<file path="config.mk">
export PLATFORM = sky130hd
export DESIGN_NAME = instr_stream_loader
export DESIGN_NICKNAME = d
export VERILOG_FILES = /design/src/rtl/instr_stream_loader.sv
export SDC_FILE = /design/constraint.sdc
export NUM_CORES = 1
export LEC_CHECK = 0
export BUFFER_PORTS_ARGS = -buffer_cell sky130_fd_sc_hd__clkbuf_2
export CAP_MARGIN = 20
export CELL_PAD_IN_SITES_DETAIL_PLACEMENT = 1
export CELL_PAD_IN_SITES_GLOBAL_PLACEMENT = 2
export CORE_MARGIN = 5
export CORE_UTILIZATION = 32
export DETAILED_ROUTE_END_ITERATION = 10
export PLACE_DENSITY_LB_ADDON = 0.1
export SLEW_MARGIN = 20
export SYNTH_ARGS = -nofsm -noshare
export SYNTH_HDL_FRONTEND = slang
export SYNTH_SLANG_ARGS = --single-unit
</file>
<file path="constraint.sdc">
create_clock -name i_clk -period 2.35 [get_ports i_clk]
set_input_delay 0.1175 -clock i_clk [delete_from_list [all_inputs] [get_ports i_clk]]
set_output_delay 0.1175 -clock i_clk [all_outputs]
set_load 0.02 [all_outputs]
</file>
<file path="src/rtl/instr_stream_loader.sv">
// Packs a WASM function-body byte stream little-endian into instruction memory write windows.
// Optional WASM_HEADER_CHECK_EN strips and validates the 8-byte module header.
module instr_stream_loader #(
   parameter int WR_BYTES      = 4,
   parameter int LOG_WR_BYTES  = 2,
   parameter int FLUSH_TIMEOUT = 16
) (
   input  logic                    i_clk,
   input  logic                    i_rst,
   input  logic [7:0]              i_byte,
   input  logic                    i_byte_vld,
   input  logic                    i_byte_last,
   output logic                    o_byte_rdy,
   output logic                    o_we,
   output logic [8*WR_BYTES-1:0]   o_wr_data,
   output logic [LOG_WR_BYTES-1:0] o_write_pointer_shift_minusone,
   input  logic                    i_wr_rdy,
   output logic                    o_load_done,
   output logic                    o_load_error,
   output logic [31:0]             o_byte_count
);

   localparam int DW = 8 * WR_BYTES;
   localparam int FW = LOG_WR_BYTES + 1;
   localparam int IW = $clog2(FLUSH_TIMEOUT + 2);

   typedef enum logic [1:0] {
      S_FILL,
      S_WRITE,
      S_DONE,
      S_ERR
   } state_e;

   state_e                  state_q, state_d;
   logic                    rdy_q, rdy_d;
   logic                    we_q, we_d;
   logic [DW-1:0]           wr_data_q, wr_data_d;
   logic [LOG_WR_BYTES-1:0] shift_q, shift_d;
   logic                    done_q, done_d;
   logic [31:0]             count_q, count_d;
   logic [FW-1:0]           fill_cnt_q, fill_cnt_d;
   logic [IW-1:0]           idle_q, idle_d;
   logic                    last_pend_q, last_pend_d;
`ifdef WASM_HEADER_CHECK_EN
   logic [3:0]              hdr_cnt_q, hdr_cnt_d;
   logic                    err_q, err_d;

   function automatic logic [7:0] hdr_byte(input logic [2:0] idx);
      case (idx)
         3'd1:    hdr_byte = 8'h61;
         3'd2:    hdr_byte = 8'h73;
         3'd3:    hdr_byte = 8'h6D;
         3'd4:    hdr_byte = 8'h01;
         default: hdr_byte = 8'h00;
      endcase
   endfunction
`endif

   logic accept;
   logic full;
   logic tmo;

   assign accept = i_byte_vld & rdy_q;
   assign full   = (fill_cnt_q == FW'(WR_BYTES - 1));
   // Only a partial window can time out; an empty one has nothing to flush.
   assign tmo    = (FLUSH_TIMEOUT != 0) && (fill_cnt_q != '0) &&
                   (32'(idle_q) == 32'(FLUSH_TIMEOUT - 1));

   always_comb begin
      state_d     = state_q;
      rdy_d       = rdy_q;
      we_d        = we_q;
      wr_data_d   = wr_data_q;
      shift_d     = shift_q;
      done_d      = done_q;
      count_d     = count_q;
      fill_cnt_d  = fill_cnt_q;
      idle_d      = idle_q;
      last_pend_d = last_pend_q;
`ifdef WASM_HEADER_CHECK_EN
      hdr_cnt_d   = hdr_cnt_q;
      err_d       = err_q;
`endif
      unique case (state_q)
         S_FILL: begin
            rdy_d = 1'b1;
            if (accept) begin
               idle_d = '0;
`ifdef WASM_HEADER_CHECK_EN
               if (!hdr_cnt_q[3]) begin
                  if (i_byte != hdr_byte(hdr_cnt_q[2:0]) || i_byte_last) begin
                     state_d = S_ERR;
                     rdy_d   = 1'b0;
                     err_d   = 1'b1;
                  end else begin
                     hdr_cnt_d = hdr_cnt_q + 1'b1;
                  end
               end else
`endif
               begin
                  wr_data_d[8*fill_cnt_q[LOG_WR_BYTES-1:0] +: 8] = i_byte;
                  fill_cnt_d  = fill_cnt_q + 1'b1;
                  last_pend_d = last_pend_q | i_byte_last;
                  if (full || i_byte_last) begin
                     state_d = S_WRITE;
                     we_d    = 1'b1;
                     rdy_d   = 1'b0;
                     shift_d = LOG_WR_BYTES'(fill_cnt_q);
                  end
               end
            end else if (tmo) begin
               state_d = S_WRITE;
               we_d    = 1'b1;
               rdy_d   = 1'b0;
               idle_d  = '0;
               shift_d = LOG_WR_BYTES'(fill_cnt_q - 1'b1);
            end else if (fill_cnt_q != '0) begin
               idle_d = idle_q + 1'b1;
            end
         end
         S_WRITE: begin
            rdy_d = 1'b0;
            if (i_wr_rdy) begin
               count_d    = count_q + 32'(fill_cnt_q);
               fill_cnt_d = '0;
               we_d       = 1'b0;
               wr_data_d  = '0;
               shift_d    = '0;
               if (last_pend_q) begin
                  state_d = S_DONE;
                  done_d  = 1'b1;
               end else begin
                  state_d = S_FILL;
                  rdy_d   = 1'b1;
               end
            end
         end
         S_DONE: rdy_d = 1'b0;
         S_ERR:  rdy_d = 1'b0;
      endcase
   end

   always_ff @(posedge i_clk) begin
      if (i_rst) begin
         state_q     <= S_FILL;
         rdy_q       <= 1'b0;
         we_q        <= 1'b0;
         wr_data_q   <= '0;
         shift_q     <= '0;
         done_q      <= 1'b0;
         count_q     <= '0;
         fill_cnt_q  <= '0;
         idle_q      <= '0;
         last_pend_q <= 1'b0;
`ifdef WASM_HEADER_CHECK_EN
         hdr_cnt_q   <= '0;
         err_q       <= 1'b0;
`endif
      end else begin
         state_q     <= state_d;
         rdy_q       <= rdy_d;
         we_q        <= we_d;
         wr_data_q   <= wr_data_d;
         shift_q     <= shift_d;
         done_q      <= done_d;
         count_q     <= count_d;
         fill_cnt_q  <= fill_cnt_d;
         idle_q      <= idle_d;
         last_pend_q <= last_pend_d;
`ifdef WASM_HEADER_CHECK_EN
         hdr_cnt_q   <= hdr_cnt_d;
         err_q       <= err_d;
`endif
      end
   end

   assign o_byte_rdy                     = rdy_q;
   assign o_we                           = we_q;
   assign o_wr_data                      = wr_data_q;
   assign o_write_pointer_shift_minusone = shift_q;
   assign o_load_done                    = done_q;
   assign o_byte_count                   = count_q;
`ifdef WASM_HEADER_CHECK_EN
   assign o_load_error                   = err_q;
`else
   assign o_load_error                   = 1'b0;
`endif

endmodule

</file>
After elaboration in Yosys (flattened, before gate mapping). Cells that the tools add are included.

Add/subtract/negate cells: 5. Multipliers: 0. Div/mod/pow operators: 0. Order comparisons: 0. Equal/unequal tests: 9. Shift-type cells: 2. Multiplexer cells: 32. Bitwise gates (word level): 2. Reductions and logical operators: 13.

Operators by type and width (number): $mux 32 (2); $pmux 32 s2 (1); $neg 5->34 (1); $shift 8x34->32 const A (1); $shiftx 8x34->32 (1); $add 32x3->32 (1); $bwmux 32 (1); $mux 2 (9); $mux 5 (3); $mux 1 (9); $pmux 2 s2 (2); $mux 3 (2); $ne 3x3->1 const B (2); $pmux 3 s2 (1); $reduce_and 2->1 (3); $reduce_and 3->1 (2); $reduce_bool 3->1 (2); $add 5x1->5 const B (1); $eq 5x4->1 const B (1); $eq 2x2->1 const B (2); $ne 2x2->1 const B (2); $reduce_and 4->1 (1); $add 3x1->3 const B (1); $eq 3x2->1 const B (1); 11 further kinds (11).

Bits in registers: 80. Bits in latches: 0. RAM bits: 0. ROM bits: 0. Bits of input ports: 13. Output and inout bits: 70. Logic and storage cells: 73. Memories: 0.

Longest topological paths before layout. Gate-level depths: netlist of the first run.

Depth in word-level cells: 5. Depth in mapped cells: 8. Depth with buffers taken out: 6.

Worst setup path before layout of the first run. No wires, ideal clock.

Kind: reg-to-reg. Start: register fill_cnt_q[0]. End: register count_q[30], in the netlist o_byte_count[30]. Arrival time: 1.960 ns. Slack: 0.258 ns. Cell stages (with the launch flop): 9. Cells stage by stage: dfxtp_1 ha_1 fa_1 a21oi_1 or3_1 buf_2 buf_2 o41ai_1 a21oi_1.

Longest elaborated chain between the ends: 1.

Ends and longest elaborated chain: start: declaration (line 41) `logic [FW-1:0] fill_cnt_q, fill_cnt_d;`; start signal: assignment (line 167) `fill_cnt_q <= fill_cnt_d;`; $add 32x3->32 (line 124) `count_d = count_q + 32'(fill_cnt_q);`; end signal: assignment (line 166) `count_q <= count_d;`; end: declaration (line 40) `logic [31:0] count_q, count_d;`.

Every way passes these cells. A chain may end at the register's enable or synchronous reset.

Worst setup path in the final report of the first run.
Start: register fill_cnt_q[2]. End: register count_q[31], in the netlist o_byte_count[31].

Same word-level chain as after synthesis.

==> impl_metrics.py, run 1 <==
metrics = {
    "placed_design": {
        "hpwl_um": 8820,
        "portBuffers": 81,
        "place_area_um2": 4350,
        "gp_congestion": 0.774,
    },
    "detailed_routing": {
        "first_pass_iters": 5,
        "drt_iter0_drc": 122,
        "drc_errors": 0,
        "vias": 3618,
        "via_per_inst": 5.44,
        "totalWireLength_um": 11900,
        "wl_per_cell_um": 17.8,
        "ant_nets": 0,
    },
    "critical_path": {
        "crit_type": "reg2reg",
        "critPathMaxStageDelay_ps": 410,
        "end_kind": "flop",
        "r2r_cells": 5,
        "path_max_fanout": 8,
        "critPathRequiredTime_ps": 2580,
        "critPathBufInv": 0,
        "start_kind": "flop",
        "r2r_start": "fill_cnt_q[2]",
        "cp_slowest_cell": "a211o_1",
        "r2r_slack_ps": 220,
        "reg2reg_to": "o_byte_count[31]",
        "crit_chain": "ha_1 -> nand3_1 -> a211o_1 -> nor4_1 -> mux2_2",
        "cp.arrival_ps": 2360,
        "cp_top_family": "simple AND/OR/NAND/NOR gates",
    },
    "clock_tree": {
        "cts_buffers": 9,
        "tritoncts": "yes",
        "cts.htree.levels": 3,
        "ctsHoldBuffers": 0,
        "post-cts-setup-buffer-count": 0,
        "clock_tree.root_cell": "clkbuf_16",
        "cts_buffer_depth": 2,
        "cts.sinks": 79,
        "clkLatencyLatePin_ps": 340,
        "clkSlewWorstSetupHoldPaths_ps": 60,
    },
    "floorplan": {
        "boundaryPins": 83,
        "fp.coreArea_um2": 11400,
        "start_util_pct": 32.7,
        "die_w_um": 118,
        "die_area_um2": 13900,
        "die_h_um": 118,
        "rows": 39,
    },
    "outcome": {
        "status": "complete, no violations",
    },
    "min_path": {
        "hp-class": "in2reg",
        "hold-path-cell-count": 3,
        "min_to": "last_pend_q",
        "min-delay-start": "i_byte_last",
    },
    "pwr": {
        "switching_share_pct": 23.9,
        "p_comb_share_pct": 7.8,
        "finalPower_mw": 3.15,
        "clockPowerShare_pct": 48.6,
        "p_leak_nw": 1.78,
        "ir_drop_mv": 0.483,
        "pwr-share-seq_pct": 43.6,
        "p_int_mw": 2.40,
        "switchingPower_uw": 754,
        "power_density_nw_per_um2": 674,
    },
    "synthesis": {
        "synth_area_um2": 3730,
        "syn_inst": 430,
        "syn_area_per_cell_um2": 8.68,
        "yosysWarnings": 0,
        "ys.flop_type": "dfxtp_1",
        "syn-num-nets": 456,
        "postSynthRegisterBits": 79,
        "async_flop_share_pct": 0,
        "ys_seq_area_share_pct": 42.4,
        "yosysUniqueCellTypes": 54,
        "synth_edf_count": 0,
    },
    "grt": {
        "grt_max_degree": 31,
        "grt_overflow": 0,
        "grt_pass1_wl_um": 20200,
        "gr-usage-all-layers_pct": 17.6,
        "grt_pass1_vias": 3894,
        "antenna_found_initial": 0,
    },
    "finish": {
        "regArea_um2": 1580,
        "stdcell_area_um2": 4680,
        "layout-drive-gt1-share_pct": 25.1,
        "syn_to_final_growth_pct": 25.3,
        "num_antenna_cells": 0,
        "final_net_count": 543,
        "fill_cells": 1381,
        "multi_input_area_um2": 2010,
    },
    "timing": {
        "tightest_slew_ps": 665,
        "fin_tns_setup_ps": 0,
        "holdWs_ps": 58.6,
        "finClkSkew_ps": 6.69,
        "timing.final.crit_share_pct": 90.7,
        "hold_viol": 0,
        "rsz0062_at_grt": "false",
        "maxSlewViolCount": 0,
        "slew_headroom_pct": 55.7,
        "setup_violations": 0,
        "clock.fmax_mhz": 469,
        "fin_crit_ps": 2130,
    },
    "flow_run": {
        "max_cap_viol_count": 0,
    },
}
==> state kept, by name, summed over array words and instances, names as in the netlist, 2 cells and up <==
name and flops:
o_byte_count 32, fill_cnt_q 3, idle_q 5, o_wr_data 32, state_q 2, o_write_pointer_shift_minusone 2
==> Yosys cell counts, types with 2 or more instances <==
| cell type | n | area (µm²) |
|---|---|---|
| a211oi_1 | 3 | 22.5 |
| a21o_1 | 4 | 30.0 |
| a21oi_1 | 50 | 250 |
| a221oi_2 | 2 | 30.0 |
| a31o_2 | 3 | 26.3 |
| a31oi_1 | 2 | 12.5 |
| a32oi_1 | 16 | 140 |
| and3_1 | 3 | 18.8 |
| and4_1 | 3 | 26.3 |
| buf_2 | 5 | 25.0 |
| buf_4 | 2 | 15.0 |
| clkbuf_1 | 15 | 56.3 |
| dfxtp_1 | 79 | 1580 |
| ha_1 | 12 | 150 |
| inv_1 | 12 | 45.0 |
| mux2_2 | 6 | 67.6 |
| nand2_1 | 29 | 109 |
| nand2b_1 | 3 | 18.8 |
| nand3_1 | 26 | 130 |
| nand3b_1 | 2 | 15.0 |
| nand4_1 | 9 | 56.3 |
| nand4b_1 | 3 | 26.3 |
| nor2_1 | 42 | 158 |
| nor2b_1 | 8 | 50.1 |
| nor3_1 | 2 | 10.0 |
| nor4_1 | 12 | 75.1 |
| o211ai_1 | 3 | 22.5 |
| o21ai_0 | 14 | 70.1 |
| o31ai_1 | 9 | 67.6 |
| o41ai_1 | 2 | 17.5 |
| or2_2 | 2 | 12.5 |
| or3_1 | 10 | 62.6 |
| or4_1 | 9 | 67.6 |
| xnor2_1 | 6 | 52.6 |
| xor2_1 | 3 | 26.3 |
==> layout make-up <==
| type | instances | share of cell area, % |
|---|---|---|
| multi-input cells | 317 | 43.1 |
| repair buffers | 98 | 11.4 |
| inverters | 12 | 0.963 |
| well taps | 143 | 3.83 |
| clock inverters | 5 | 1.74 |
| flip-flops and latches | 79 | 33.8 |
| clock buffers | 11 | 5.19 |
==> tightest hold or removal path, delay by kind of cell <==
family | cells | cell delay (ps)
AND/OR/NAND/NOR | 1 | 70
AO/OA/AOI/OAI | 1 | 80
buffers and inverters | 1 | 100
==> power groups by stage <==
stage	Sequential (mW)	Combinational, mW	Clock (mW)
floorplan	1.42	0.135	0
global placement	1.41	0.244	0
detailed placement	1.41	0.247	0
CTS	1.38	0.249	1.57
global route	1.38	0.275	1.62
finish	1.38	0.246	1.53
==> logic make-up (layout without fill, tap and decap cells) <==
family	Yosys count	count (layout)	synth area share, %
other	1	1	0.100
AO/OA/AOI/OAI	116	116	20.4
adder cells (fa/ha/maj)	13	13	4.56
XOR/XNOR	9	9	2.11
flip-flops	79	79	42.4
AND/OR/NAND/NOR	172	172	24.8
buffers and inverters	34	126	3.79
multiplexers	6	6	1.81
==> metrics by stage <==
stage	utilization [%]	setup slack [ps]	cells
final	41.0	218	665
after global routing	41.0	46.4	665
after CTS	40.9	153	665
after detailed placement	38.1	171	649
after global placement	38.1	221	649
after floorplan	-	258	430
==> timing repair <==
action / CTS / global route
resized for setup: 0 / 1
hold endpoints to repair: 0 / 0
endpoints found under the setup margin: 0 / 3
==> layer usage <==
layer / vias to the layer above / share of wire [%] / track usage (%)
li1: 1785 / - / -
met1: 1764 / 44 / 20.6
met2: 52 / 51 / 31.4
met3: 17 / 3.1 / 3.46
met4: 0 / 1.9 / 7.17
met5: - / 0 / 0
==> worst max-delay path by stage <==
stage                     slack [ps]  cells past startpoint               end       startpoint
final                            220                      5  o_byte_count[31]    fill_cnt_q[2]
after global routing              50                      5  o_byte_count[31]    fill_cnt_q[2]
after CTS                        150                      6  o_byte_count[20]  o_byte_count[0]
after detailed placement         170                      6  o_byte_count[20]  o_byte_count[0]
after global placement           220                      6  o_byte_count[16]  o_byte_count[0]
after floorplan                  260                      8  o_byte_count[30]    fill_cnt_q[0]
==> placed cells by master (no fill, tap or decap), types with 4 or more instances in the layout <==
cell	netlist	final
nor2_1	42	42
mux2_2	6	6
a21o_1	4	4
inv_1	12	12
o21ai_0	14	14
or4_1	9	9
nor2b_1	8	8
buf_4	2	17
a21oi_1	50	50
clkbuf_16	0	9
nand3_1	26	26
nand4_1	9	9
nand2_1	29	29
clkbuf_2	0	81
xnor2_1	6	6
ha_1	12	12
a32oi_1	16	16
or3_1	10	9
dfxtp_1	79	79
o31ai_1	9	9
nor4_1	12	12
No activity file was read; power rests on OpenSTA's default activity.
==> run 2: changes to the inputs <==
--- a/config.mk
+++ b/config.mk
@@ -10,7 +10,8 @@
 export CELL_PAD_IN_SITES_DETAIL_PLACEMENT = 1
 export CELL_PAD_IN_SITES_GLOBAL_PLACEMENT = 2
 export CORE_MARGIN = 5
-export CORE_UTILIZATION = 32
+export CORE_UTILIZATION = 33
+export CTS_BUF_LIST = sky130_fd_sc_hd__clkbuf_4
 export DETAILED_ROUTE_END_ITERATION = 10
 export PLACE_DENSITY_LB_ADDON = 0.1
 export SLEW_MARGIN = 20
==> impl_metrics.py, run 2 (synthesis results as in run 1) <==
metrics = {
    "finish": {
        "layout-drive-gt1-share_pct": 24.2,
        "layout_commonest_cell": "clkbuf_2",
        "stdcell_area_um2": 4590,
        "layout_common_cells": "clkbuf_2, dfxtp_1, a21oi_1, nor2_1, nand2_1",
        "num_antenna_cells": 0,
        "syn_to_final_growth_pct": 23.1,
        "final_core_util_pct": 41.8,
        "final_net_count": 551,
        "fin_cells": 670,
    },
    "placed_design": {
        "gp_congestion": 0.727,
        "place_area_um2": 4350,
        "portBuffers": 81,
        "place_ws_ps": 232,
        "place_inst": 645,
        "hpwl_um": 8440,
    },
    "clock_tree": {
        "clkSlewWorstSetupHoldPaths_ps": 120,
        "cts_buffers": 9,
        "cts.htree.levels": 3,
        "tritoncts": "yes",
        "cts.sinks": 79,
        "clock_tree.root_cell": "clkbuf_4",
        "post-cts-setup-buffer-count": 0,
        "cts_buffer_depth": 2,
        "clkLatencyLatePin_ps": 440,
    },
    "grt": {
        "gr-usage-all-layers_pct": 17.6,
        "grt_pass1_wl_um": 18700,
        "grt_overflow": 0,
        "antenna_found_initial": 0,
        "grt_pass1_vias": 3592,
        "grt_max_degree": 47,
    },
    "floorplan": {
        "die_h_um": 116,
        "rows": 38,
        "die_w_um": 116,
        "fp.coreArea_um2": 11000,
        "start_util_pct": 34.0,
        "boundaryPins": 83,
        "die_area_um2": 13500,
    },
    "detailed_routing": {
        "wl_per_cell_um": 17.4,
        "ant_nets": 0,
        "drc_errors": 0,
        "wirelength_met1_um": 5770,
        "vias": 3628,
        "totalWireLength_um": 11600,
        "highest_layer": "met4",
        "drt_iter0_drc": 184,
        "first_pass_iters": 4,
        "via_per_inst": 5.41,
        "wl_met3_um": 418,
        "dr_wl_met2_um": 5310,
    },
    "timing": {
        "clock.fmax_mhz": 470,
        "setup_violations": 0,
        "fin_tns_setup_ps": 0,
        "rsz0062_at_grt": "false",
        "finClkSkew_ps": 10.0,
        "tightest_slew_ps": 851,
        "holdWs_ps": 160,
        "timing.final.crit_share_pct": 90.6,
        "fin_crit_ps": 2130,
        "slew_headroom_pct": 43.3,
        "setup_ws_ps": 220,
        "maxSlewViolCount": 0,
        "hold_viol": 0,
    },
    "critical_path": {
        "crit_type": "reg2reg",
        "path_max_fanout": 8,
        "critPathRequiredTime_ps": 2700,
        "cp.arrival_ps": 2480,
        "r2r_start": "fill_cnt_q[2]",
        "start_kind": "flop",
        "end_kind": "flop",
        "crit_start": "fill_cnt_q[2]",
    },
    "pwr": {
        "p_leak_nw": 1.75,
        "ir_drop_mv": 0.353,
        "power_density_nw_per_um2": 556,
        "finalPower_mw": 2.55,
    },
    "min_path": {
        "hp-class": "in2reg",
        "min-delay-start": "i_wr_rdy",
    },
    "flow_run": {
        "max_cap_viol_count": 0,
    },
    "outcome": {
        "status": "complete, no violations",
    },
}
==> run 2: changes by cell type in the layout (fill, tap and decap cells not counted), moves of 2 or more <==
cell	change
clkbuf_16	-9
dlygate4sd3_1	+9
clkbuf_4	+11
clkinv_1	+2
buf_4	-2
==> run 2: where the power goes <==
group	switching, mW	total [mW]	internal [mW]
Sequential	0.0155	1.38	1.36
Combinational	0.167	0.255	0.0880
Clock	0.477	0.925	0.448
Total	0.660	2.55	1.90
==> run 2: cell type report <==
cell class / count / area [µm²]
inverter: 12 / 45.0
sequential: 79 / 1580
clock buffer: 11 / 82.6
clock inverter: 5 / 72.6
fill: 1358 / 6390
tap: 140 / 175
timing repair buffer: 106 / 628
multi-input combinational: 317 / 2010
==> run 2: worst max-delay path, stage by stage, from the launching register on <==
cell and delay [ps]:
dfxtp_1 370, ha_1 360, nand3_1 160, a211o_1 420, nor4_1 360, mux2_2 370
==> run 2: per-layer routing <==
layer | vias to the layer above | GRT usage [%]
met5 | - | 0
met2 | 56 | 27.5
li1 | 1795 | -
met4 | 0 | 4.72
met1 | 1765 | 24.7
met3 | 12 | 3.63
==> run 2: timing repair <==
item	in CTS	in global routing
endpoints found under the hold margin	14	0
gates resized for setup	0	0
hold buffers	9	0
endpoints found under the setup margin	0	0
==> run 2: final timing paths <==
check	cells past startpoint	to	slack, ps
max reg2reg	5	o_byte_count[31]	220
min	4	o_byte_count[4]	160
min reg2reg	2	o_wr_data[21]	470
max	5	o_byte_count[31]	220
==> run 3: changes to the inputs <==
--- a/config.mk
+++ b/config.mk
@@ -10,7 +10,7 @@
 export CELL_PAD_IN_SITES_DETAIL_PLACEMENT = 1
 export CELL_PAD_IN_SITES_GLOBAL_PLACEMENT = 2
 export CORE_MARGIN = 5
-export CORE_UTILIZATION = 33
+export CORE_UTILIZATION = 30
 export CTS_BUF_LIST = sky130_fd_sc_hd__clkbuf_4
 export DETAILED_ROUTE_END_ITERATION = 10
 export PLACE_DENSITY_LB_ADDON = 0.1
==> constraint.sdc (replaced) <==
create_clock -name i_clk -period 2.35 [get_ports i_clk]
set_input_delay 0 -clock i_clk [delete_from_list [all_inputs] [get_ports i_clk]]
set_output_delay 0 -clock i_clk [all_outputs]
set_load 0.02 [all_outputs]
==> impl_metrics.py, run 3 (synthesis results as in run 1) <==
metrics = {
    "floorplan": {
        "die_w_um": 122,
        "die_area_um2": 14800,
        "die_h_um": 122,
        "start_util_pct": 30.8,
        "rows": 40,
        "boundaryPins": 83,
        "fp.coreArea_um2": 12100,
    },
    "clock_tree": {
        "clock_tree.root_cell": "clkbuf_4",
        "cts.htree.levels": 3,
        "clkSlewWorstSetupHoldPaths_ps": 130,
        "cts_buffers": 9,
        "clkLatencyLatePin_ps": 470,
        "cts.sinks": 79,
        "cts_buffer_depth": 2,
        "tritoncts": "yes",
    },
    "critical_path": {
        "crit_start": "fill_cnt_q[2]",
        "crit_type": "reg2reg",
        "r2r_slack_ps": 110,
        "r2r_cells": 5,
        "critPathRequiredTime_ps": 2720,
        "start_kind": "flop",
        "path_max_fanout": 8,
        "reg2reg_to": "o_byte_count[31]",
        "end_kind": "flop",
        "r2r_start": "fill_cnt_q[2]",
        "cp.arrival_ps": 2610,
    },
    "detailed_routing": {
        "drc_errors": 0,
        "vias": 3651,
        "ant_nets": 0,
        "first_pass_iters": 4,
        "drt_iter0_drc": 132,
        "via_per_inst": 5.22,
        "wl_per_cell_um": 17.3,
        "totalWireLength_um": 12100,
    },
    "finish": {
        "final_net_count": 552,
        "layout-drive-gt1-share_pct": 24.7,
        "layout_common_cells": "clkbuf_2, dfxtp_1, a21oi_1, nor2_1, nand2_1",
        "num_antenna_cells": 0,
        "syn_to_final_growth_pct": 24.4,
        "layout_commonest_cell": "clkbuf_2",
        "final_core_util_pct": 38.3,
    },
    "min_path": {
        "hp-class": "in2reg",
        "hold-path-cell-count": 4,
        "min_to": "o_byte_count[4]",
        "min-delay-start": "i_wr_rdy",
    },
    "timing": {
        "clock.fmax_mhz": 446,
        "fin_tns_setup_ps": 0,
        "tightest_slew_ps": 778,
        "setup_violations": 0,
        "maxSlewViolCount": 0,
        "slew_headroom_pct": 47.7,
        "rsz0062_at_grt": "false",
        "hold_viol": 0,
        "timing.final.crit_share_pct": 95.4,
        "finClkSkew_ps": 13.4,
        "fin_crit_ps": 2240,
    },
    "grt": {
        "grt_overflow": 0,
        "grt_max_degree": 39,
        "grt_pass1_wl_um": 19300,
        "antenna_found_initial": 0,
        "grt_pass1_vias": 3607,
        "gr-usage-all-layers_pct": 16.7,
    },
    "placed_design": {
        "hpwl_um": 8820,
        "gp_congestion": 0.758,
        "portBuffers": 81,
    },
    "pwr": {
        "p_int_mw": 1.89,
        "p_leak_nw": 1.75,
        "ir_drop_mv": 0.264,
        "power_density_nw_per_um2": 558,
        "switching_share_pct": 27.1,
        "p_comb_share_pct": 10.1,
        "pwr-share-seq_pct": 53.1,
        "switchingPower_uw": 700,
        "clockPowerShare_pct": 36.8,
    },
    "flow_run": {
        "max_cap_viol_count": 0,
    },
    "outcome": {
        "status": "complete, no violations",
    },
}
==> run 3: cell count changes in the layout (fill, tap and decap cells not counted) <==
cell / change
clkinvlp_4: +2
clkinv_2: +1
buf_4: +1
clkbuf_4: -1
clkinv_1: -2
==> run 3: layer usage <==
layer,part of all wire [%],global-route usage [%]
met5,0,0
met4,1.2,4.27
met3,4.1,4.74
met2,46,25.6
met1,49,23.1
==> run 3: what timing repair did <==
| item | 4_1_cts | 5_1_grt |
|---|---|---|
| hold buffers | 9 | 0 |
| setup buffers | 0 | 0 |
| setup endpoints to repair | 0 | 0 |
| hold endpoints to repair | 33 | 0 |
| resized for setup | 0 | 0 |
==> run 3: worst max-delay path, stage by stage, from the launching register on <==
cell and delay, ps:
dfxtp_1 370, ha_1 350, a21oi_1 140, a211o_1 450
nor4_1 440, mux2_2 390
==> run 3: final cells by class <==
| class | count | area, µm² |
|---|---|---|
| clock buffers | 10 | 75.1 |
| clock inverters | 6 | 85.1 |
| fillers | 1479 | 7470 |
| inverters | 12 | 45.0 |
| multi-input cells | 317 | 2010 |
| flip-flops and latches | 79 | 1580 |
| well taps | 168 | 210 |
| repair buffers | 107 | 636 |
==> run 3: worst max path at each step <==
| stage | endpoint | slack, ps |
|---|---|---|
| 6_report | o_byte_count[31] | 110 |
| 4_1_cts | o_byte_count[31] | 100 |
| 3_5_place_dp | o_byte_count[31] | 100 |
| 3_3_place_gp | o_byte_count[31] | 300 |
| 5_1_grt | o_byte_count[31] | 40 |
| 2_1_floorplan | o_byte_count[30] | 260 |
==> run 3: power by group through the flow <==
| stage | registers, mW | logic, mW | clock network [mW] |
|---|---|---|---|
| 2_1_floorplan | 1.42 | 0.135 | 0 |
| 3_3_place_gp | 1.40 | 0.245 | 0 |
| 4_1_cts | 1.38 | 0.262 | 0.989 |
| 6_report | 1.37 | 0.260 | 0.953 |
| 5_1_grt | 1.38 | 0.287 | 1.03 |
| 3_5_place_dp | 1.41 | 0.249 | 0 |
==> run 3: metrics by stage <==
stage | std cells | worst slack (ps) | cell area (µm²) | hold slack, ps | total power [mW]
floorplan | 430 | 258 | 3730 | 152 | 1.56
global placement | 674 | 305 | 4390 | 280 | 1.65
detailed placement | 674 | 105 | 4390 | 283 | 1.65
CTS | 699 | 105 | 4640 | 2.06 | 2.63
global route | 699 | 37.2 | 4640 | 30.6 | 2.70
finish | 699 | 109 | 4640 | 35.0 | 2.59
